`src/rtl/hazard_stall_controller_if.sv`:
```
// hazard_stall_controller_if: ID/EX hazard inputs, dmem handshake and
// pipeline-register controls exchanged with the stall sequencer.
interface hazard_stall_controller_if;
   logic [4:0]  id_rs_addr;
   logic [4:0]  id_rt_addr;
   logic        id_uses_rt;
   logic        ex_mem_read;
   logic [4:0]  ex_rt_addr;
   logic        ex_branch_taken;
   logic        ex_jump;
   logic        dmem_req;
   logic        dmem_ready;
   logic        pc_write_en;
   logic        if_id_write_en;
   logic        if_id_flush;
   logic        id_ex_write_en;
   logic        id_ex_flush;
   logic        ex_mem_write_en;
   logic        stall_active;
   logic [1:0]  ctrl_state;
   logic        mem_timeout;
   logic [31:0] perf_stall_cnt;
   logic [31:0] perf_flush_cnt;

   modport master (
      input  id_rs_addr, id_rt_addr, id_uses_rt,
      input  ex_mem_read, ex_rt_addr,
      input  ex_branch_taken, ex_jump,
      input  dmem_req, dmem_ready,
      output pc_write_en, if_id_write_en, if_id_flush,
      output id_ex_write_en, id_ex_flush, ex_mem_write_en,
      output stall_active, ctrl_state, mem_timeout,
      output perf_stall_cnt, perf_flush_cnt
   );

   modport slave (
      output id_rs_addr, id_rt_addr, id_uses_rt,
      output ex_mem_read, ex_rt_addr,
      output ex_branch_taken, ex_jump,
      output dmem_req, dmem_ready,
      input  pc_write_en, if_id_write_en, if_id_flush,
      input  id_ex_write_en, id_ex_flush, ex_mem_write_en,
      input  stall_active, ctrl_state, mem_timeout,
      input  perf_stall_cnt, perf_flush_cnt
   );
endinterface

```
`src/rtl/hazard_stall_controller.sv`:
```
// hazard_stall_controller: load-use / redirect / dmem-wait stall sequencer.
// Perf counters are built only when HAZARD_PERF_CNT_EN is defined.
module hazard_stall_controller #(
   parameter int LOAD_STALL_CYCLES = 1,
   parameter int FLUSH_CYCLES      = 1,
   parameter int MEM_TIMEOUT       = 255
) (
   input logic clk,
   input logic rst,
   hazard_stall_controller_if.master hz
);
   localparam logic [1:0] S_RUN   = 2'd0;
   localparam logic [1:0] S_LOAD  = 2'd1;
   localparam logic [1:0] S_FLUSH = 2'd2;
   localparam logic [1:0] S_MEM   = 2'd3;

   localparam logic [7:0] LOAD_RLD  = 8'(LOAD_STALL_CYCLES - 1);
   localparam logic [7:0] FLUSH_RLD = 8'(FLUSH_CYCLES - 1);
   localparam logic [7:0] TMO       = 8'(MEM_TIMEOUT);

   logic [1:0] state, state_nxt;
   logic [7:0] cnt, cnt_nxt;
   logic       timeout_q;
   logic       load_use, redirect, mem_busy;
   logic       c_mem, c_red, c_fl, c_ld;
   logic       pc_we, if_id_we, id_ex_we, ex_mem_we;
   logic       if_id_fl, id_ex_fl, stall;

   assign load_use = hz.ex_mem_read
                   && hz.ex_rt_addr != 5'd0
                   && (hz.ex_rt_addr == hz.id_rs_addr
                       || (hz.id_uses_rt
                           && hz.ex_rt_addr == hz.id_rt_addr));
   assign redirect = hz.ex_branch_taken | hz.ex_jump;
   assign mem_busy = hz.dmem_req & ~hz.dmem_ready;

   // In MEM_WAIT only dmem_ready matters; the release cycle skips rule 1.
   assign c_mem = (state == S_MEM) ? !hz.dmem_ready : mem_busy;
   assign c_red = !c_mem && redirect;
   assign c_fl  = !c_mem && !redirect && state == S_FLUSH;
   assign c_ld  = !c_mem && !redirect && state != S_FLUSH
                && (load_use || state == S_LOAD);

   always_comb begin
      pc_we     = 1'b1;
      if_id_we  = 1'b1;
      id_ex_we  = 1'b1;
      ex_mem_we = 1'b1;
      if_id_fl  = 1'b0;
      id_ex_fl  = 1'b0;
      state_nxt = S_RUN;
      cnt_nxt   = 8'd0;
      unique case (1'b1)
         c_mem: begin
            pc_we     = 1'b0;
            if_id_we  = 1'b0;
            id_ex_we  = 1'b0;
            ex_mem_we = 1'b0;
            state_nxt = S_MEM;
            if (state != S_MEM)
               cnt_nxt = 8'd1;
            else if (cnt == 8'hff)
               cnt_nxt = cnt;
            else
               cnt_nxt = cnt + 8'd1;
         end
         c_red: begin
            if_id_fl = 1'b1;
            id_ex_fl = 1'b1;
            if (FLUSH_CYCLES > 1) begin
               state_nxt = S_FLUSH;
               cnt_nxt   = FLUSH_RLD;
            end
         end
         c_fl: begin
            if_id_fl = 1'b1;
            if (cnt > 8'd1) begin
               state_nxt = S_FLUSH;
               cnt_nxt   = cnt - 8'd1;
            end
         end
         c_ld: begin
            pc_we    = 1'b0;
            if_id_we = 1'b0;
            id_ex_fl = 1'b1;
            if (state == S_LOAD) begin
               if (cnt > 8'd1) begin
                  state_nxt = S_LOAD;
                  cnt_nxt   = cnt - 8'd1;
               end
            end else if (LOAD_STALL_CYCLES > 1) begin
               state_nxt = S_LOAD;
               cnt_nxt   = LOAD_RLD;
            end
         end
         default: begin
            state_nxt = S_RUN;
            cnt_nxt   = 8'd0;
         end
      endcase
   end

   always_ff @(posedge clk or negedge rst) begin
      if (!rst) begin
         state     <= S_RUN;
         cnt       <= 8'd0;
         timeout_q <= 1'b0;
      end else begin
         state     <= state_nxt;
         cnt       <= cnt_nxt;
         timeout_q <= timeout_q
                    | (state_nxt == S_MEM && cnt_nxt >= TMO);
      end
   end

   assign stall = ~(pc_we & if_id_we & id_ex_we & ex_mem_we)
                | if_id_fl | id_ex_fl;

   assign hz.pc_write_en     = rst & pc_we;
   assign hz.if_id_write_en  = rst & if_id_we;
   assign hz.id_ex_write_en  = rst & id_ex_we;
   assign hz.ex_mem_write_en = rst & ex_mem_we;
   assign hz.if_id_flush     = rst & if_id_fl;
   assign hz.id_ex_flush     = rst & id_ex_fl;
   assign hz.stall_active    = rst & stall;
   assign hz.ctrl_state      = state;
   assign hz.mem_timeout     = timeout_q;

`ifdef HAZARD_PERF_CNT_EN
   logic [31:0] stall_cnt_q, flush_cnt_q;

   always_ff @(posedge clk or negedge rst) begin
      if (!rst) begin
         stall_cnt_q <= 32'd0;
         flush_cnt_q <= 32'd0;
      end else begin
         if (stall)
            stall_cnt_q <= stall_cnt_q + 32'd1;
         if (c_red)
            flush_cnt_q <= flush_cnt_q + 32'd1;
      end
   end

   assign hz.perf_stall_cnt = stall_cnt_q;
   assign hz.perf_flush_cnt = flush_cnt_q;
`else
   assign hz.perf_stall_cnt = 32'd0;
   assign hz.perf_flush_cnt = 32'd0;
`endif
endmodule

```
`src/flat_wrapper.sv`:
```
// flat-port wrapper written by rule: the top's interface ports become plain ports
module hazard_stall_controller_flat 
#(
   parameter int LOAD_STALL_CYCLES = 1,
   parameter int FLUSH_CYCLES      = 1,
   parameter int MEM_TIMEOUT       = 255
)
  (clk, rst, hz_id_rs_addr, hz_id_rt_addr, hz_id_uses_rt, hz_ex_mem_read, hz_ex_rt_addr, hz_ex_branch_taken, hz_ex_jump, hz_dmem_req, hz_dmem_ready, hz_pc_write_en, hz_if_id_write_en, hz_if_id_flush, hz_id_ex_write_en, hz_id_ex_flush, hz_ex_mem_write_en, hz_stall_active, hz_ctrl_state, hz_mem_timeout, hz_perf_stall_cnt, hz_perf_flush_cnt);
  hazard_stall_controller_if hz_i ();
  input logic clk;
  input logic rst;
  input wire logic [$bits(hz_i.id_rs_addr)-1:0] hz_id_rs_addr;
  input wire logic [$bits(hz_i.id_rt_addr)-1:0] hz_id_rt_addr;
  input wire logic [$bits(hz_i.id_uses_rt)-1:0] hz_id_uses_rt;
  input wire logic [$bits(hz_i.ex_mem_read)-1:0] hz_ex_mem_read;
  input wire logic [$bits(hz_i.ex_rt_addr)-1:0] hz_ex_rt_addr;
  input wire logic [$bits(hz_i.ex_branch_taken)-1:0] hz_ex_branch_taken;
  input wire logic [$bits(hz_i.ex_jump)-1:0] hz_ex_jump;
  input wire logic [$bits(hz_i.dmem_req)-1:0] hz_dmem_req;
  input wire logic [$bits(hz_i.dmem_ready)-1:0] hz_dmem_ready;
  output wire logic [$bits(hz_i.pc_write_en)-1:0] hz_pc_write_en;
  output wire logic [$bits(hz_i.if_id_write_en)-1:0] hz_if_id_write_en;
  output wire logic [$bits(hz_i.if_id_flush)-1:0] hz_if_id_flush;
  output wire logic [$bits(hz_i.id_ex_write_en)-1:0] hz_id_ex_write_en;
  output wire logic [$bits(hz_i.id_ex_flush)-1:0] hz_id_ex_flush;
  output wire logic [$bits(hz_i.ex_mem_write_en)-1:0] hz_ex_mem_write_en;
  output wire logic [$bits(hz_i.stall_active)-1:0] hz_stall_active;
  output wire logic [$bits(hz_i.ctrl_state)-1:0] hz_ctrl_state;
  output wire logic [$bits(hz_i.mem_timeout)-1:0] hz_mem_timeout;
  output wire logic [$bits(hz_i.perf_stall_cnt)-1:0] hz_perf_stall_cnt;
  output wire logic [$bits(hz_i.perf_flush_cnt)-1:0] hz_perf_flush_cnt;
  assign hz_i.id_rs_addr = hz_id_rs_addr;
  assign hz_i.id_rt_addr = hz_id_rt_addr;
  assign hz_i.id_uses_rt = hz_id_uses_rt;
  assign hz_i.ex_mem_read = hz_ex_mem_read;
  assign hz_i.ex_rt_addr = hz_ex_rt_addr;
  assign hz_i.ex_branch_taken = hz_ex_branch_taken;
  assign hz_i.ex_jump = hz_ex_jump;
  assign hz_i.dmem_req = hz_dmem_req;
  assign hz_i.dmem_ready = hz_dmem_ready;
  assign hz_pc_write_en = hz_i.pc_write_en;
  assign hz_if_id_write_en = hz_i.if_id_write_en;
  assign hz_if_id_flush = hz_i.if_id_flush;
  assign hz_id_ex_write_en = hz_i.id_ex_write_en;
  assign hz_id_ex_flush = hz_i.id_ex_flush;
  assign hz_ex_mem_write_en = hz_i.ex_mem_write_en;
  assign hz_stall_active = hz_i.stall_active;
  assign hz_ctrl_state = hz_i.ctrl_state;
  assign hz_mem_timeout = hz_i.mem_timeout;
  assign hz_perf_stall_cnt = hz_i.perf_stall_cnt;
  assign hz_perf_flush_cnt = hz_i.perf_flush_cnt;
  hazard_stall_controller #(.LOAD_STALL_CYCLES(LOAD_STALL_CYCLES), .FLUSH_CYCLES(FLUSH_CYCLES), .MEM_TIMEOUT(MEM_TIMEOUT)) u_core (.clk(clk), .rst(rst), .hz(hz_i));
endmodule
```
`config.mk`:
```
export PLATFORM = sky130hd
export DESIGN_NAME = hazard_stall_controller_flat
export DESIGN_NICKNAME = d
export VERILOG_FILES = /design/src/rtl/hazard_stall_controller_if.sv /design/src/rtl/hazard_stall_controller.sv /design/src/flat_wrapper.sv
export SDC_FILE = /design/constraint.sdc
export NUM_CORES = 1
export LEC_CHECK = 0
export CORE_ASPECT_RATIO = 0.7
export CORE_UTILIZATION = 35
export DETAILED_ROUTE_END_ITERATION = 16
export PLACE_DENSITY = 0.86
export SKIP_CTS_REPAIR_TIMING = 1
export SYNTH_ARGS = -nofsm -noshare
export SYNTH_HDL_FRONTEND = slang
export SYNTH_SLANG_ARGS = --single-unit
export TNS_END_PERCENT = 100
```
`constraint.sdc`:
```
create_clock -name clk -period 2.03 [get_ports clk]
set_clock_uncertainty 0.05 [all_clocks]
set_input_delay 0.3045 -clock clk [delete_from_list [all_inputs] [get_ports clk]]
set_output_delay 0.3045 -clock clk [all_outputs]
set_load 0.02 [all_outputs]
```
== Word level (Yosys, flattened, before mapping) ==
Index checks and enable logic that the tools add are counted.

* Add/subtract/negate cells: 2
* $lt $le $gt $ge: 2
* Equal/unequal tests: 9
* Mux-type cells: 14
* Bitwise gates (word level): 14
* Reduce and logical (&&, ||, !) cells: 18

{| class="wikitable"
|+ Operators with widths
! cell !! count
|-
| 8-bit two-way mux || 4
|-
| 8-bit one-hot mux with 3 select lines || 1
|-
| 5-bit equality test || 2
|-
| 1-bit logical AND || 9
|-
| 8-bit by 1-bit adder with 8-bit output, second input constant || 1
|-
| 1-bit AND || 8
|-
| 8-bit equality test, second input constant || 1
|-
| 8-bit >= comparator, second input constant || 1
|-
| 8-bit by 1-bit > comparator with 1-bit output, second input constant || 1
|-
| 8-bit by 1-bit subtractor with 8-bit output, second input constant || 1
|-
| 2-bit equality test, second input constant || 3
|-
| 1-bit two-way mux || 6
|-
| 2-bit one-hot mux with 3 select lines || 1
|-
| 2-bit OR reduction || 3
|-
| 5-bit nonzero test || 1
|-
| 2-bit two-way mux || 2
|-
| 2-bit != test, second input constant || 2
|-
| 1-bit bitwise OR || 4
|-
| 1-bit zero test || 3
|-
| 2-bit by 1-bit equality test with 1-bit output, second input constant || 1
|-
| 1-bit logical OR || 2
|-
| 1-bit NOT || 2
|}

* Register bits after elaboration: 11
* Bits of input ports: 23
* Output and inout bits: 74
* Logic and storage cells: 62

== Depth between registers and ports, before layout ==
* Word-level depth: 15
* Gate-level depth with buffers: 8
* Depth with buffers taken out: 8

== Least setup slack after synthesis ==
No wires, ideal clock.

* Path type: input-to-output
* Start: in hz_ex_rt_addr[0]
* End: out hz_pc_write_en
* Data arrival time: 2025 ps
* Path slack: -349 ps
* Cell stages on the path: 6
* Buffers on the path: 1
* Cell sequence: or4_1 -> o21ai_0 -> a21oi_1 -> maj3_1 -> a21oi_1 -> buf_4

* Word-level cells in the longest chain between the ends: 9
* Elaborated cells on any way between the ends: 12

{| class="wikitable"
|+ RTL lines
! what !! RTL line !! RTL
|-
| start, declared || flat_wrapper.sv:16 || <nowiki>input wire logic [$bits(hz_i.ex_rt_addr)-1:0] hz_ex_rt_addr;</nowiki>
|-
| 5-bit equality test || hazard_stall_controller.sv:33 || <nowiki>&& hz.ex_rt_addr == hz.id_rt_addr));</nowiki>
|-
| 1-bit logical AND || hazard_stall_controller.sv:33 ||
|-
| 1-bit logical OR || hazard_stall_controller.sv:32 || <nowiki>|| (hz.id_uses_rt</nowiki>
|-
| 1-bit logical AND * || hazard_stall_controller.sv:31 || <nowiki>&& (hz.ex_rt_addr == hz.id_rs_addr</nowiki>
|-
| 1-bit logical OR * || hazard_stall_controller.sv:42 || <nowiki>&& (load_use || state == S_LOAD);</nowiki>
|-
| 1-bit logical AND * || hazard_stall_controller.sv:42 ||
|-
| 2-bit OR reduction (no line) * || - ||
|-
| 1-bit two-way mux * || - ||
|-
| 1-bit AND * || - ||
|-
| end, declared || flat_wrapper.sv:21 || <nowiki>output wire logic [$bits(hz_i.pc_write_en)-1:0] hz_pc_write_en;</nowiki>
|}

Every way passes the cells marked *; elsewhere a longest branch is shown, timed or not.

== Worst setup path after layout ==
* Start: in hz_ex_rt_addr[0]
* End: out hz_id_ex_flush

* Word-level cells in the longest chain between the ends: 9
* Elaborated cells on any way between the ends: 12

{| class="wikitable"
|+ RTL lines
! what !! RTL line !! RTL
|-
| 5-bit equality test || hazard_stall_controller.sv:33 ||
|-
| 1-bit logical AND || hazard_stall_controller.sv:33 ||
|-
| 1-bit logical OR || hazard_stall_controller.sv:32 ||
|-
| 1-bit logical AND * || hazard_stall_controller.sv:31 ||
|-
| 1-bit logical OR * || hazard_stall_controller.sv:42 ||
|-
| 1-bit logical AND * || hazard_stall_controller.sv:42 ||
|-
| 2-bit OR reduction (no line) * || - ||
|-
| 1-bit two-way mux * || hazard_stall_controller.sv:53 || <nowiki>unique case (1'b1)</nowiki>
|-
| 1-bit AND * || hazard_stall_controller.sv:124 || <nowiki>assign hz.id_ex_flush = rst & id_ex_fl;</nowiki>
|-
| end, declared || flat_wrapper.sv:25 || <nowiki>output wire logic [$bits(hz_i.id_ex_flush)-1:0] hz_id_ex_flush;</nowiki>
|}

Marked as above.

==> out/qor.yml <==
placement:
  io_buffers: 32
  dpl.hpwl_um: 3300
  place_congestion: 0.9051
  dp_cells: 315
power:
  p_per_area_nw_per_um2: 405.2
  leakagePower_nw: 1.163
  ir_drop_mv: 0.1539
global_route:
  grt_pass1_wl_um: 6078
  track_usage: 0.1552
  grt_pass1_vias: 1270
  grt.overflow.total: 0
  grt_max_degree: 11
  grt_antenna_before_repair: 0
critical_path:
  critPathRequiredTime_ns: 1.68
  r2r-end: "u_core.hz.mem_timeout"
  setup.worst_path.class: "in -> out"
  crit_path_end: "hz_id_ex_flush"
  path_max_fanout: 3
  crit_path_end_kind: "primary output"
  rrSetupSlack_ns: -0.11
  crit_start: "hz_ex_rt_addr[0]"
  rr_worst_depth: 6
  worstReg2RegStart: "u_core.cnt[5]"
  start_kind: "input pin"
  crit_arrival_ns: 1.91
logic_synthesis:
  ys_seq_elements: 11
  async_reset_ff_frac: 1.000
  synth.most_common_cell: "buf_4"
  synth_area_leaders: "buf_4, dfrtp_1, xor2_1, a21oi_1, nand3_1"
  synth_top_area_frac: 0.3032
  synthCells: 204
  yosysWarnings: 0
  synthFlopType: "dfrtp_1"
  yosys-top-cells-count: "buf_4, dfrtp_1"
  yosys.area.top_type: "buf_4"
  syn-cell-area_um2: 1634
  synth.distinct_cells: 49
  syn-mean-instance-area_um2: 8.010
  synth-edff-count: 0
  synth.yosys.seq_area_share: 0.1685
final_layout:
  fin_nets: 295
  fillCellCount: 407
  utilization: 0.4889
  seq_area_um2: 276.5
  drive_gt1_frac: 0.2687
  syn_to_final_growth_pct: 31.78
  fin_cells: 323
  n_antenna_cell: 0
  multiInputGateArea_um2: 1095
timing:
  setup_viol: 5
  finalCriticalPeriod_ns: 2.264
  clock.fmax_mhz: 441.8
  slew_viol_final: 0
  hold_viol: 0
  rsz0062_at_grt: "true"
  fin_ws_ns: -0.2337
  layout_worst_path_cycle_share: 1.115
floorplanning:
  fp.dieH_um: 59.17
  num_rows: 20
  fp.dieW_um: 83.67
  ios: 97
  coreArea_um2: 4404
  dieArea_um2: 4950
  initial_core_util: 0.3710
route:
  via_per_inst: 4.656
  drt_wl_total_um: 4105
  dr_total_vias: 1504
  drtPass1Iterations: 4
  drcViolationCount: 0
  drt_iter0_drc: 160
  ant_nets: 0
  routedWlPerCell_um: 12.71
clock_tree:
  cts-root-buf: "clkbuf_8"
  clkLatencyLatePin_ns: 0.24
  clock_path_buffers: 2
  htreeDepth: 1
  cts_tree: "yes"
  numCtsBuffers: 3
  cts.sinks: 11
  path_clk_slew_ns: 0.05
hold_path:
  hold_class: "in -> async"
run:
  max_cap_violations: 0
run_status:
  status: "complete, but fails checks"
  violations: "negative setup slack"
[critical path, stage by stage]
cell	delay, ns
buf_8	0.10
or4_4	0.53
o21ai_2	0.15
a21oi_2	0.05
maj3_2	0.32
o31a_1	0.32
buf_6	0.13
[stage by stage]
stage / hold slack, ns / cell area [µm²] / worst slack [ns] / TNS (ns) / total power [mW]
floorplan: -0.04109 / 1904 / -0.005805 / -0.005805 / 0.5817
global placement: 0.4098 / 1999 / -0.9164 / -4.911 / 0.6239
detailed placement: 0.4195 / 1999 / -0.9678 / -5.257 / 0.6304
CTS: 0.3649 / 2044 / -0.9707 / -4.945 / 0.8572
global route: 0.3959 / 2153 / -0.2734 / -0.9969 / 0.9174
finish: 0.3951 / 2153 / -0.2337 / -0.7233 / 0.8725
[placed cells by master (no fill, tap or decap), types with 4 or more instances in the layout]
cell type,instances
dlymetal6s2s_1,13
xnor2_1,4
nand2_1,9
mux2i_1,4
dfrtp_1,10
xor2_1,7
o21ai_0,7
a21oi_1,6
buf_6,6
inv_1,6
clkdlybuf4s50_1,12
buf_4,36
conb_1,64
nand3_1,8
nor2_1,8
[per-layer routing]
| layer | part of all wire | GRT usage | vias up |
|---|---|---|---|
| li1 | - | - | 706 |
| met1 | 0.43 | 0.2085 | 715 |
| met2 | 0.47 | 0.2532 | 78 |
| met3 | 0.084 | 0.02925 | 5 |
| met4 | 0.012 | 0.05569 | 0 |
| met5 | 0 | 0 | - |
[where the power goes]
part | internal (mW) | leakage, nW | switching [mW]
Combinational | 0.162 | 0.992 | 0.249
Clock | 0.138 | 0.0228 | 0.0869
Sequential | 0.227 | 0.148 | 0.00927
Total | 0.528 | 1.16 | 0.345
[cells by family after synthesis]
logic type / count (synthesis) / share of synthesized area
buffers and inverters: 79 / 0.3461
AND/OR/NAND/NOR: 53 / 0.1930
AO/OA/AOI/OAI: 38 / 0.1585
XOR/XNOR: 12 / 0.06432
flip-flops: 11 / 0.1685
multiplexers: 6 / 0.03828
adder cells (fa/ha/maj): 4 / 0.02910
other: 1 / 0.002295
[final cells by class]
type                    instances  area share
inverters                       6     0.01046
repair buffers                 70      0.2998
flip-flops and latches         11      0.1284
well taps                      55     0.03196
clock buffers                   4     0.02092
multi-input cells             177      0.5084
[registers in the layout (all words and copies together), names as in the netlist]
name                   count
u_core.hz.mem_timeout      1
u_core.hz.ctrl_state       2
u_core.cnt                 8
[how the worst min path moves through the flow]
stage	depth (start not counted)	end	from	slack, ns
finish	2	u_core.hz.ctrl_state[1]	rst	0.40
global route	2	u_core.hz.ctrl_state[1]	rst	0.40
CTS	2	u_core.hz.ctrl_state[1]	rst	0.36
detailed placement	1	u_core.hz.mem_timeout	u_core.hz.mem_timeout	0.42
global placement	1	u_core.hz.mem_timeout	u_core.hz.mem_timeout	0.41
floorplan	0	u_core.cnt[0]	rst	-0.04
Note: power is estimated with default switching activity, not from simulation.
